[config.mk]
export PLATFORM = sky130hd
export DESIGN_NAME = pcr_redirect_arb
export DESIGN_NICKNAME = d
export VERILOG_FILES = /design/src/rtl/pcr_redirect_arb.sv
export SDC_FILE = /design/constraint.sdc
export NUM_CORES = 1
export LEC_CHECK = 0
export ABC_AREA = 1
export ABC_CLOCK_PERIOD_IN_PS = 2100
export CAP_MARGIN = 10
export CORE_MARGIN = 4
export CORE_UTILIZATION = 45
export CTS_CLUSTER_DIAMETER = 200
export CTS_CLUSTER_SIZE = 40
export DETAILED_ROUTE_END_ITERATION = 8
export PLACE_DENSITY_LB_ADDON = 0.2
export SLEW_MARGIN = 20
export SYNTH_ARGS = -nofsm -noshare
export SYNTH_HDL_FRONTEND = slang
export SYNTH_SLANG_ARGS = --single-unit
[constraint.sdc]
create_clock -name clk -period 2.1 [get_ports clk]
set_clock_uncertainty 0.15 [all_clocks]
set_input_delay 0.21 -clock clk [delete_from_list [all_inputs] [get_ports clk]]
set_output_delay 0.21 -clock clk [all_outputs]
set_load 0.005 [all_outputs]
[src/rtl/pcr_redirect_arb.sv]
// Next-PC request arbiter in front of the PC register receive port.
// Picks trap, EXU or LSU by priority and holds the winner on a valid/ready port until accepted.
module pcr_redirect_arb #(
   parameter bit RR_EN = 1'b1,
   parameter int CNT_W = 32
) (
   input  logic             clk,
   input  logic             rstn,
   input  logic             trap_valid,
   input  logic [31:0]      trap_pc,
   input  logic             exu_valid,
   output logic             exu_ready,
   input  logic             exu_bc_valid,
   input  logic [31:0]      exu_bc_pc,
   input  logic             lsu_valid,
   output logic             lsu_ready,
   input  logic             lsu_bc_valid,
   input  logic [31:0]      lsu_bc_pc,
   input  logic             halt,
   output logic             pcr_rx_valid,
   input  logic             pcr_rx_ready,
   output logic             pcr_rx_bc_valid,
   output logic [31:0]      pcr_rx_bc_pc,
   output logic             busy,
   output logic             misalign_err,
   output logic [CNT_W-1:0] grant_cnt
);

   typedef enum logic {S_IDLE, S_HOLD} state_t;

   state_t      state;
   logic        trap_pend;
   logic [31:0] trap_pend_pc;
   logic        held_trap;
   logic        rr_last_exu;

   logic        trap_act;
   logic [31:0] trap_pc_sel;
   logic        idle_open;
   logic        pick_lsu;
   logic        preempt;
   logic        cap_en;
   logic        cap_trap;
   logic        cap_bc;
   logic [31:0] cap_pc;

   function automatic logic [31:0] align_pc(input logic [31:0] pc);
      return {pc[31:2], 2'b00};
   endfunction

   function automatic logic is_misaligned(input logic bc, input logic [31:0] pc);
      return bc && (pc[1:0] != 2'b00);
   endfunction

   assign trap_act    = trap_valid | trap_pend;
   assign trap_pc_sel = trap_valid ? trap_pc : trap_pend_pc;
   assign idle_open   = rstn && (state == S_IDLE) && !halt;

   // Tie between EXU and LSU goes to whoever was not granted last when round-robin is on.
   always_comb begin
      pick_lsu = lsu_valid;
      if (exu_valid && lsu_valid)
         pick_lsu = RR_EN ? rr_last_exu : 1'b0;
   end

   assign exu_ready = idle_open && !trap_act && exu_valid && !pick_lsu;
   assign lsu_ready = idle_open && !trap_act && lsu_valid &&  pick_lsu;

   // A trap may only displace a held requester payload, never another trap.
   assign preempt = (state == S_HOLD) && !pcr_rx_ready && trap_valid && !held_trap;

   always_comb begin
      cap_en   = 1'b0;
      cap_trap = 1'b0;
      cap_bc   = 1'b0;
      cap_pc   = 32'd0;
      if ((idle_open && trap_act) || preempt) begin
         cap_en   = 1'b1;
         cap_trap = 1'b1;
         cap_bc   = 1'b1;
         cap_pc   = trap_pc_sel;
      end else if (exu_ready) begin
         cap_en = 1'b1;
         cap_bc = exu_bc_valid;
         cap_pc = exu_bc_pc;
      end else if (lsu_ready) begin
         cap_en = 1'b1;
         cap_bc = lsu_bc_valid;
         cap_pc = lsu_bc_pc;
      end
   end

   always_ff @(posedge clk or negedge rstn) begin
      if (!rstn) begin
         state           <= S_IDLE;
         trap_pend       <= 1'b0;
         trap_pend_pc    <= 32'd0;
         held_trap       <= 1'b0;
         rr_last_exu     <= 1'b0;
         pcr_rx_bc_valid <= 1'b0;
         pcr_rx_bc_pc    <= 32'd0;
         misalign_err    <= 1'b0;
         grant_cnt       <= '0;
      end else begin
         misalign_err <= 1'b0;
         if (trap_valid) begin
            trap_pend    <= 1'b1;
            trap_pend_pc <= trap_pc;
         end
         if (state == S_HOLD && pcr_rx_ready) begin
            state     <= S_IDLE;
            grant_cnt <= grant_cnt + CNT_W'(1);
         end
         if (cap_en) begin
            state           <= S_HOLD;
            held_trap       <= cap_trap;
            pcr_rx_bc_valid <= cap_bc;
            misalign_err    <= is_misaligned(cap_bc, cap_pc);
            if (cap_bc)
               pcr_rx_bc_pc <= align_pc(cap_pc);
            if (cap_trap)
               trap_pend <= 1'b0;
            else
               rr_last_exu <= exu_ready;
         end
      end
   end

   assign pcr_rx_valid = (state == S_HOLD);
   assign busy         = (state == S_HOLD) || trap_pend;

endmodule

Yosys cells after proc, flatten, opt, wreduce, memory -nomap -nowiden
Index checks and enable logic that the tools add are counted.
- add/sub/neg operators: 1
- multiplexer cells: 18
- bitwise logic cells: 3
- reduce and logical (&&, ||, !) cells: 25
- operators by type and width (operator ; number):
    2-to-1 mux 32 bit ; 4
    adder 32 x 1 -> 32 bit, second input constant ; 1
    logical AND 1 bit ; 14
    2-to-1 mux 1 bit ; 14
    zero test 1 bit ; 5
    AND reduction 2 bit ; 2
    nonzero test 2 bit ; 2
    logical OR 1 bit ; 2
    inverter 1 bit ; 2
    bitwise OR 1 bit ; 1
- flip-flop bits (word level): 100
- input bits: 105
- output and inout port bits: 70
- word-level logic and storage cells: 56

Depth between registers and ports, before layout
Gate-level depths: netlist (run 1).
- depth in word-level cells: 12
- depth in mapped cells: 10
- mapped depth without buffers: 9

Worst setup path after synthesis (run 1)
No wires, ideal clock.
- path kind: reg2reg
- start point: register grant_cnt[1]
- end point: register grant_cnt[24]
- setup time: 0.117 ns
- arrival time: 1.320 ns
- data required time: 1.833 ns
- slack: 0.513 ns
- stages on the path, launching flop included: 9
- buffers on the path: 0
- clock period less this slack: 1.587 ns
- cells stage by stage: dfrtp_1 ha_1 nand3_1 nor2_1 nand4_1 nor2_2 nand2_1 nand2_1 nand2_1
- cells in the longest elaborated chain, start to end: 1
- ends and longest elaborated chain (item ; RTL line ; text):
    from (decl) ; 26 ; output logic [CNT_W-1:0] grant_cnt
    from (signal assigned) ; 112 ; grant_cnt <= grant_cnt + CNT_W'(1);
    adder 32 x 1 -> 32 bit ; 112 ;
Every way passes these cells.
A chain may end at the register's enable or synchronous reset.

Worst setup path in the final report (run 1)
- start point: register state, in the netlist pcr_rx_valid
- end point: output busy
- cells in the longest elaborated chain, start to end: 1
- ends and longest elaborated chain (item ; RTL line ; text):
    from (decl) ; 31 ; state_t state;
    from (signal assigned) ; 95 ; state <= S_IDLE;
    from (signal assigned) ; 111 ; state <= S_IDLE;
    from (signal assigned) ; 115 ; state <= S_HOLD;
    logical OR 1 bit ; 130 ; assign busy = (state == S_HOLD) || trap_pend;
    to (decl) ; 24 ; output logic busy,
Every way passes these cells.

==> results of run 1 <==
[what timing repair did]
item                                    CTS  global route
endpoints found under the setup margin    2            13
pin swaps                                 3             0
hold endpoints to repair                 46            46
buffers inserted                          8             0
resized for setup                         4             2
[kinds of logic (layout without fill, tap and decap cells)]
kind of cell,after synthesis,in the layout
buffers and inverters,108,299
adders and majority gates,1,1
other,1,2
and+or+nand+nor,442,442
AOI/OAI and AO/OA,41,41
xor gates and xnor gates,18,18
DFF,100,100
[state kept, by name (all words and copies together), names as in the netlist]
register and flops:
grant_cnt 32, held_trap 1, misalign_err 1, pcr_rx_bc_pc 30
pcr_rx_bc_valid 1, pcr_rx_valid 1, rr_last_exu 1, trap_pend 1
trap_pend_pc 32
[power groups by stage]
stage / logic [W] / registers [W] / clock network, W
finish: 0.00159 / 0.00244 / 0.00161
global route: 0.00176 / 0.00248 / 0.00171
CTS: 0.00160 / 0.00244 / 0.00165
detailed placement: 0.00157 / 0.00247 / 0
global placement: 0.00154 / 0.00247 / 0
floorplan: 0.000632 / 0.00243 / 0
[per-layer routing]
metal | up-vias | global-route usage
met5 | - | 0
met4 | 0 | 0.1162
met3 | 41 | 0.05181
met2 | 200 | 0.3806
met1 | 2516 | 0.3181
li1 | 2640 | -
[path summary, 6_finish.rpt]
check,cells past startpoint,from,end
min in group clk,5,trap_valid,trap_pend$_DFF_PN0_
worst min register to register,1,grant_cnt[16]$_DFFE_PN0P_,grant_cnt[16]$_DFFE_PN0P_
worst min-delay path,1,rstn,pcr_rx_bc_pc[14]$_DFFE_PN0P_
worst max-delay path,3,pcr_rx_valid$_DFFE_PN0P_,busy
max in group asynchronous,3,rstn,pcr_rx_bc_pc[7]$_DFFE_PN0P_
worst max register to register,8,grant_cnt[1]$_DFFE_PN0P_,grant_cnt[24]$_DFFE_PN0P_
[metrics by stage]
| step | area (µm²) | hold WS [ns] | power, W |
|---|---|---|---|
| 2_1_floorplan | 5305 | -0.2356 | 0.003065 |
| 3_3_place_gp | 7289 | -0.1103 | 0.004006 |
| 3_5_place_dp | 7289 | -0.1025 | 0.004036 |
| 4_1_cts | 7645 | -0.4781 | 0.005690 |
| 5_1_grt | 7637 | -0.4761 | 0.005951 |
| 6_report | 7637 | -0.4668 | 0.005638 |
[placed cells by master, fill, tap and decap left out, types with 2 or more instances in the layout]
cell,synthesis,layout
nor2_4,1,2
nand3b_1,4,4
conb_1,1,2
clkbuf_16,0,9
nor3_1,3,3
nand3_1,88,88
nand2_1,245,245
inv_1,70,69
xor2_1,15,15
or2_2,2,2
dlygate4sd2_1,0,2
xnor2_1,3,3
inv_2,3,4
buf_12,0,3
o21ai_0,36,36
o21bai_1,2,2
nand4_1,39,39
buf_4,4,36
clkdlybuf4s50_1,0,168
clkbuf_8,0,2
nor2_1,53,52
nand3_2,3,2
nor2_2,3,3
dfrtp_1,100,100
clkinv_4,0,3
[critical path, delay by kind of cell, from the launching register on]
kind / cells / cell delay (ns)
flops: 1 / 0.39
buf+inv: 2 / 0.63
simple gates: 1 / 0.29
[layout make-up]
cell class,instances,share of cell area
Sequential cell,100,0.3277
Clock inverter,4,0.004423
Tap cell,143,0.02343
Inverter,73,0.03588
Timing Repair Buffer,210,0.2664
Multi-Input combinational cell,504,0.3087
Clock buffer,12,0.03358
==> run_results.csv, run 1 <==
group,metric,value,unit
outcome,outcome,"complete, but fails checks",
outcome,violations,"negative hold slack",
timing,fmax,0.4954,GHz
synthesis,syn_inst,711,
synthesis,yosysTopAreaCell,"dfrtp_1",
synthesis,synth_top_family_by_area,"simple AND/OR/NAND/NOR gates",
worst_setup_path,r2r_slack,0.22,ns
power,intPower,0.003940,W
final_layout,nets,1004,
route,route.met3.wl,1089,µm
timing,min_period_over_period,0.9611,
placed_design,hpwl,12190,µm
worst_setup_path,cp-end-kind,"output port",
final_layout,layout.cells.non_filler,1046,
power,netSwitchingFraction,0.3012,
timing,rsz0062_at_grt,"false",
synthesis,muxShareOfSynthArea,0,
timing,period_minus_slack,2.018,ns
worst_setup_path,cp_max_fo,3,
synthesis,synth-adder-area-share,0.002360,
route,drt_iter0_markers,284,
synthesis,synth_commonest_cells,"nand2_1, dfrtp_1, nand3_1",
worst_setup_path,critical_path_required,1.74,ns
global_route,grt_pass1_vias,5439,
synthesis,synth_compound_area_frac,0.04154,
synthesis,syn_area,5301,µm²
global_route,grt_overflow,0,
placed_design,place_ws,0.02889,ns
clock_network,insertion_delay,0.35,ns
global_route,grt_max_degree,55,
floorplanning,die_y,116.5,µm
global_route,track_usage,0.2416,
clock_network,cts_tree,"done",
floorplanning,die_area,13580,µm²
global_route,antenna_found_initial,0,
route,wl_met2,7502,µm
route,drc,0,
route,vias,5397,
clock_network,cts.sinks,100,
worst_setup_path,path_cells,"buf_4 > or2_2 > clkdlybuf4s50_1",
floorplanning,start_util,0.4623,
clock_network,cts_max_path_buffers,2,
timing,worstMarginPinSlew,0.6993,ns
route,antenna_left,0,
power,power-per-cell-area,738.3,nW/µm²
synthesis,async_reset_ff_frac,1.000,
synthesis,yosys_warnings,0,
synthesis,ys_seq_area_frac,0.4720,
synthesis,synth.avg_cell_area,7.456,µm²
synthesis,netlist_top_cells_area,"dfrtp_1, nand2_1, nand3_1, inv_1, nand4_1",
synthesis,synth_xor_area_frac,0.02974,
placed_design,place.port_buffers,172,
route,met1Wirelength,6685,µm
timing,whs,-0.4668,ns
synthesis,ys.flop_type,"dfrtp_1",
worst_setup_path,max_stage_delay,0.47,ns
synthesis,ys_ff_latch,100,
floorplanning,rows,39,
worst_setup_path,crit_arrival,1.66,ns
synthesis,synth_edf_count,0,
clock_network,root_buffer,"clkbuf_16",
power,p_clk_frac,0.286,
timing,slew_viol_final,0,
job,drv_cap,0,
route,wire_per_inst,15.17,µm
timing,timing.final.ws_setup,0.08161,ns
route,viasPerCell,5.160,
route,drt-pass1-iter-count,5,
power,seqPwrFrac,0.433,
power,leakage,3.641,nW
hold_path,min_path_type,"input pin to asynchronous set/reset pin",
route,totalWireLength,15860,µm
global_route,grt_pass1_wl,25580,µm
final_layout,multi_input_area,2357,µm²
timing,finalSetupTns,0,ns
placed_design,gp_congestion,0.9385,
power,power.switching,0.001699,W
synthesis,synth_most_common_cell,"nand2_1",
clock_network,htree_levels,3,
timing,finalSetupViolCount,0,
synthesis,yosys.area_share.simple,0.3661,
clock_network,clkTransAtPathRegs,0.07,ns
timing,finalHoldViolCount,46,
synthesis,synth.top_cell.area_share,0.4720,
worst_setup_path,worstSetupPathType,"register to output port",
floorplanning,core_area,11470,µm²
power,irDropWorstVdd,548.7,µV
placed_design,dp.cells,1024,
final_layout,seq_area,2502,µm²
worst_setup_path,cpMaxStageDelayCell,"clkdlybuf4s50_1",
power,combPwrFrac,0.281,
floorplanning,die_w,116.5,µm
final_layout,syn_to_final_growth,44.06,%
synthesis,synth.distinct_cells,28,
clock_network,cts_made_buffers,9,
final_layout,fill_cells,965,
floorplanning,ios,175,
worst_setup_path,start_kind,"register",
route,top_layer,"met4",
timing,slew_headroom,0.5338,
final_layout,antenna_cells,0,
final_layout,final_util,0.6660,
final_layout,drive_above_1_share,0.08084,
Note: power is estimated with default switching activity, not from simulation.
==> inputs of run 2 (changes only) <==
- REMOVE_ABC_BUFFERS: unset -> 1
==> run 2 against run 1 <==
Net effect:
- the flow now finishes without violations
- setup slack improved by 0.015 ns
- count of clock-buffer cells in the layout fell by 1
- die area unchanged
- global-route usage is 0.080 points lower
- first-iteration DRC count rose by 40%
- hold slack gained 0.64 ns
- sequential power about the same
- maximum frequency up 0.73%
- register-to-register slack improved by 0.02 ns
- combinational power is essentially flat
- largest cell class unchanged
==> run_results.csv, run 2 (synthesized netlist as in run 1, its figures left out) <==
group,metric,value,unit
outcome,outcome,"finished, final reports clean",
final_layout,multi_input_area,2350,µm²
clock_network,insertion_delay,0.34,ns
final_layout,reg_top3,"grant_cnt (32), trap_pend_pc (32), pcr_rx_bc_pc (30)",
power,intPower,0.004132,W
worst_setup_path,critical_path_required,1.74,ns
final_layout,final_cell_mix,"nand2_1, clkdlybuf4s50_1, dfrtp_1",
power,combPwrFrac,0.273,
floorplanning,core_area,11470,µm²
power,leakage,3.637,nW
route,wire_per_inst,15.13,µm
hold_path,min_path_type,"input pin to register",
timing,min_period_over_period,0.9541,
placed_design,hpwl,11680,µm
route,vias,5391,
final_layout,syn_to_final_growth,43.62,%
timing,slew_headroom,0.5136,
final_layout,drive_above_1_share,0.07143,
route,totalWireLength,15740,µm
floorplanning,die_y,116.5,µm
power,power.switching,0.001672,W
floorplanning,ios,175,
global_route,track_usage,0.2408,
placed_design,placed_cell_area,7259,µm²
timing,finalSetupViolCount,0,
timing,period_minus_slack,2.004,ns
worst_setup_path,worstSetupPathType,"register to output port",
final_layout,layout_commonest_cell,"nand2_1",
final_layout,seq_area,2502,µm²
route,antenna_left,0,
worst_setup_path,crit_arrival,1.64,ns
floorplanning,rows,39,
timing,fmax,0.4991,GHz
clock_network,root_buffer,"clkbuf_16",
route,viasPerCell,5.184,
timing,rsz0062_at_grt,"false",
worst_setup_path,cp-end-kind,"output port",
job,drv_cap,0,
power,seqPwrFrac,0.421,
worst_setup_path,start_kind,"register",
route,drt-pass1-iter-count,5,
timing,worstMarginPinSlew,0.7295,ns
floorplanning,start_util,0.4623,
route,drc,0,
power,power-per-cell-area,762.3,nW/µm²
global_route,antenna_found_initial,0,
floorplanning,die_w,116.5,µm
power,p_total,0.005804,W
timing,slew_viol_final,0,
route,drt_iter0_markers,398,
floorplanning,die_area,13580,µm²
final_layout,fill_cells,955,
clock_network,cts_tree,"done",
global_route,grt_pass1_wl,25910,µm
global_route,grt_max_degree,59,
power,netSwitchingFraction,0.2881,
clock_network,htree_levels,3,
placed_design,place.port_buffers,172,
global_route,grt_overflow,0,
clock_network,cts_max_path_buffers,2,
final_layout,stdcell_area,7614,µm²
placed_design,gp_congestion,0.8637,
clock_network,cts.sinks,100,
power,irDropWorstVdd,441.9,µV
worst_setup_path,cp_max_fo,5,
timing,finalHoldViolCount,0,
global_route,grt_pass1_vias,5515,
timing,timing.final.ws_setup,0.09632,ns
placed_design,place_ws,-0.0005385,ns
power,p_clk_frac,0.306,
clock_network,cts_made_buffers,9,
final_layout,nets,997,
clock_network,clkTransAtPathRegs,0.06,ns
[run 2: changes by cell type in the layout (fill, tap and decap cells not counted), moves of 2 or more]
cell,before,now
buf_4,36,28
clkinv_2,0,3
bufinv_16,0,2
clkinv_4,3,0
[run 2: metal layers]
layer	vias up	part of all wire	wire length [µm]	global-route usage
li1	2631	-	-	-
met1	2522	0.41	6398	0.2954
met2	212	0.50	7830	0.4134
met3	26	0.072	1135	0.05233
met4	0	0.024	370	0.09709
met5	-	0	0	0
[run 2: final timing paths]
kind | start | endpoint | slack, ns | cells past startpoint
worst max-delay path | trap_pend$_DFF_PN0_ | lsu_ready | 0.1 | 6
worst min-delay path | trap_valid | trap_pend$_DFF_PN0_ | 0.17 | 5
worst max register to register | trap_pend$_DFF_PN0_ | pcr_rx_bc_pc[16]$_DFFE_PN0P_ | 0.24 | 9
worst min register to register | grant_cnt[11]$_DFFE_PN0P_ | grant_cnt[11]$_DFFE_PN0P_ | 0.37 | 1
max in group asynchronous | rstn | trap_pend_pc[22]$_DFF_PN0_ | 0.75 | 3
min in group asynchronous | rstn | trap_pend_pc[20]$_DFF_PN0_ | 0.48 | 3
[run 2: power groups by stage]
stage,clock network [W],logic [W],registers (W)
5_1_grt,0.00188,0.00175,0.00247
6_report,0.00178,0.00159,0.00244
3_3_place_gp,0,0.00153,0.00246
2_1_floorplan,0,0.000556,0.00243
4_1_cts,0.00180,0.00158,0.00244
3_5_place_dp,0,0.00157,0.00246
[run 2: critical path, stage by stage (launching register included)]
cell	delay, ns
dfrtp_1	0.42
nor2_4	0.15
buf_4	0.12
nand4_1	0.08
nor2_1	0.11
buf_4	0.16
dlygate4sd2_1	0.25
[run 2: repair_timing]
item	4_1_cts	5_1_grt
hold endpoints to repair	100	0
hold buffers	1	0
gates resized for setup	3	1
setup endpoints to repair	2	1
setup buffers	0	2
pin swaps	1	1
[run 2: area by class of cell]
class / count / share of cell area
Inverter: 73 / 0.03599
Tap cell: 143 / 0.02350
Antenna cell: 1 / 0.0003287
Multi-Input combinational cell: 504 / 0.3086
Clock inverter: 5 / 0.009860
Sequential cell: 100 / 0.3287
Clock buffer: 11 / 0.03188
Timing Repair Buffer: 203 / 0.2611
[run 2: through the flow]
step	utilization	instances	hold slack (ns)	TNS [ns]
2_1_floorplan	-	677	-0.2356	-33.06
3_3_place_gp	0.6331	1020	0.2185	0
6_report	0.6639	1040	0.1737	0
4_1_cts	0.6622	1037	0.1678	0
5_1_grt	0.6637	1039	0.1879	0
3_5_place_dp	0.6331	1020	0.2144	-0.0005385
==> inputs of run 3 (changes only) <==
- ABC_CLOCK_PERIOD_IN_PS: 2100 -> 1870
- PLACE_DENSITY: unset -> 0.75
- PLACE_DENSITY_LB_ADDON: 0.2 -> unset
- SKIP_CTS_REPAIR_TIMING: unset -> 1
- clock period: 2.1 -> 1.87 ns (I/O delays scaled with it)
==> run 3 against run 2 <==
Net effect:
- via count up 2.1%
- clock power up 12%
- critical path type is now register to register
- hold slack worse by 0.081 ns
- setup slack worse by 0.058 ns
- die area unchanged
- critical path depth up 1
- register-to-register slack worse by 0.20 ns
- first-iteration DRC count up 9.0%
==> run_results.csv, run 3 (synthesized netlist as in run 1, its figures left out) <==
group,metric,value,unit
outcome,outcome,"finished, final reports clean",
final_layout,antenna_cells,0,
power,power-per-cell-area,853.7,nW/µm²
clock_network,clkTransAtPathRegs,0.07,ns
final_layout,final_cell_mix,"nand2_1, clkdlybuf4s50_1, dfrtp_1",
final_layout,reg_top3,"grant_cnt (32), trap_pend_pc (32), pcr_rx_bc_pc (30)",
route,viasPerCell,5.218,
route,wire_per_inst,15.49,µm
timing,finalHoldViolCount,0,
global_route,grt_overflow,0,
floorplanning,die_w,116.5,µm
floorplanning,ios,175,
worst_setup_path,crit_family,"simple AND/OR/NAND/NOR gates",
global_route,grt_max_degree,77,
placed_design,place_ws,-0.1394,ns
final_layout,fill_cells,950,
worst_setup_path,crit_end,"grant_cnt[12]$_DFFE_PN0P_",
global_route,antenna_found_initial,0,
route,antenna_left,0,
clock_network,htree_levels,3,
final_layout,final_util,0.6790,
clock_network,cts_max_path_buffers,2,
route,drc,0,
floorplanning,die_y,116.5,µm
floorplanning,rows,39,
placed_design,hpwl,12220,µm
worst_setup_path,r2r_slack,0.04,ns
global_route,track_usage,0.2508,
floorplanning,core_area,11470,µm²
worst_setup_path,start_kind,"register",
final_layout,nets,1013,
worst_setup_path,cp_max_fo,5,
global_route,grt_pass1_vias,5586,
route,drt_iter0_markers,434,
clock_network,insertion_delay,0.34,ns
worst_setup_path,critical_path_required,1.95,ns
worst_setup_path,cp-end-kind,"register",
placed_design,place.port_buffers,172,
floorplanning,start_util,0.4623,
timing,fmax,0.5458,GHz
global_route,grt_pass1_wl,26940,µm
worst_setup_path,crit_buf_inv,2,
worst_setup_path,startpoint,"grant_cnt[1]$_DFFE_PN0P_",
clock_network,cts_tree,"done",
worst_setup_path,ff2ff_path_depth,7,
worst_setup_path,crit_cells,7,
final_layout,seq_area,2504,µm²
timing,slew_headroom,0.3596,
timing,period_minus_slack,1.832,ns
timing,worstMarginPinSlew,0.9606,ns
placed_design,gp_congestion,0.9091,
final_layout,layout_commonest_cell,"nand2_1",
clock_network,root_buffer,"clkbuf_16",
placed_design,dp.cells,1032,
route,drt-pass1-iter-count,5,
hold_path,min_path_type,"input pin to register",
timing,min_period_over_period,0.9797,
timing,slew_viol_final,0,
clock_network,cts_made_buffers,9,
power,p_total,0.006647,W
worst_setup_path,worstReg2RegEnd,"grant_cnt[12]$_DFFE_PN0P_",
route,totalWireLength,16340,µm
worst_setup_path,path_cells,"ha_2 > nand3_2 > nor2_4 > nand4_1 > buf_4 > buf_6 > xnor2_2",
clock_network,cts.sinks,100,
power,leakage,3.731,nW
timing,finalSetupViolCount,0,
timing,rsz0062_at_grt,"true",
worst_setup_path,crit_arrival,1.91,ns
final_layout,syn_to_final_growth,46.87,%
timing,timing.final.ws_setup,0.03791,ns
worst_setup_path,worstSetupPathType,"register to register",
final_layout,layout.cells.non_filler,1055,
worst_setup_path,timing.rr.start,"grant_cnt[1]$_DFFE_PN0P_",
final_layout,drive_above_1_share,0.09759,
route,vias,5505,
floorplanning,die_area,13580,µm²
timing,whs,0.09296,ns
worst_setup_path,max_stage_delay,0.42,ns
worst_setup_path,cpMaxStageDelayCell,"dfrtp_1",
job,drv_cap,0,
final_layout,multi_input_area,2387,µm²
power,irDropWorstVdd,550.6,µV
run 3: worst register-to-register path: cells and delay by family (launching register included):
family	cells	cell delay, ns
simple gates	3	0.48
buf+inv	2	0.33
fa+ha+maj	1	0.22
xor+xnor	1	0.12
flops	1	0.42
run 3: report_power, final:
part,leakage [nW],switching [W],internal (W),total [W]
sequential,1.30,0.000261,0.00249,0.00275
combinational,2.28,0.000869,0.00103,0.00190
clock,0.153,0.000786,0.00121,0.00199
run 3: per-stage QoR:
stage                     setup TNS (ns)  cell area [µm²]
after floorplan                   -41.54             5115
after global placement           -0.9356             7362
after detailed placement          -2.787             7362
after CTS                        -0.6432             7681
after global routing             -0.2916             7786
final                                  0             7786
run 3: layout make-up:
type	count	share of cell area
clock inverters	4	0.009320
multi-input cells	504	0.3066
well taps	143	0.02298
inverters	73	0.03519
clock buffers	12	0.03166
flip-flops and latches	100	0.3215
repair buffers	219	0.2727
run 3: layer usage:
layer / track usage / share of wire / wire length (µm) / vias up
li1: - / - / - / 2655
met1: 0.3212 / 0.40 / 6566 / 2570
met2: 0.4150 / 0.49 / 7958 / 248
met3: 0.05959 / 0.087 / 1418 / 32
met4: 0.09327 / 0.024 / 398 / 0
met5: 0 / 0 / 0 / -
run 3: how the worst min path moves through the flow:
stage / slack (ns) / end / cells after the start / startpoint
3_5_place_dp: 0.1 / pcr_rx_bc_pc[15]$_DFFE_PN0P_ / 2 / rstn
6_report: 0.09 / trap_pend$_DFF_PN0_ / 5 / trap_valid
2_1_floorplan: -0.26 / grant_cnt[0]$_DFFE_PN0P_ / 0 / rstn
5_1_grt: 0.11 / trap_pend$_DFF_PN0_ / 5 / trap_valid
4_1_cts: -0.27 / trap_pend_pc[20]$_DFF_PN0_ / 2 / rstn
3_3_place_gp: 0.09 / pcr_rx_bc_pc[15]$_DFFE_PN0P_ / 2 / rstn
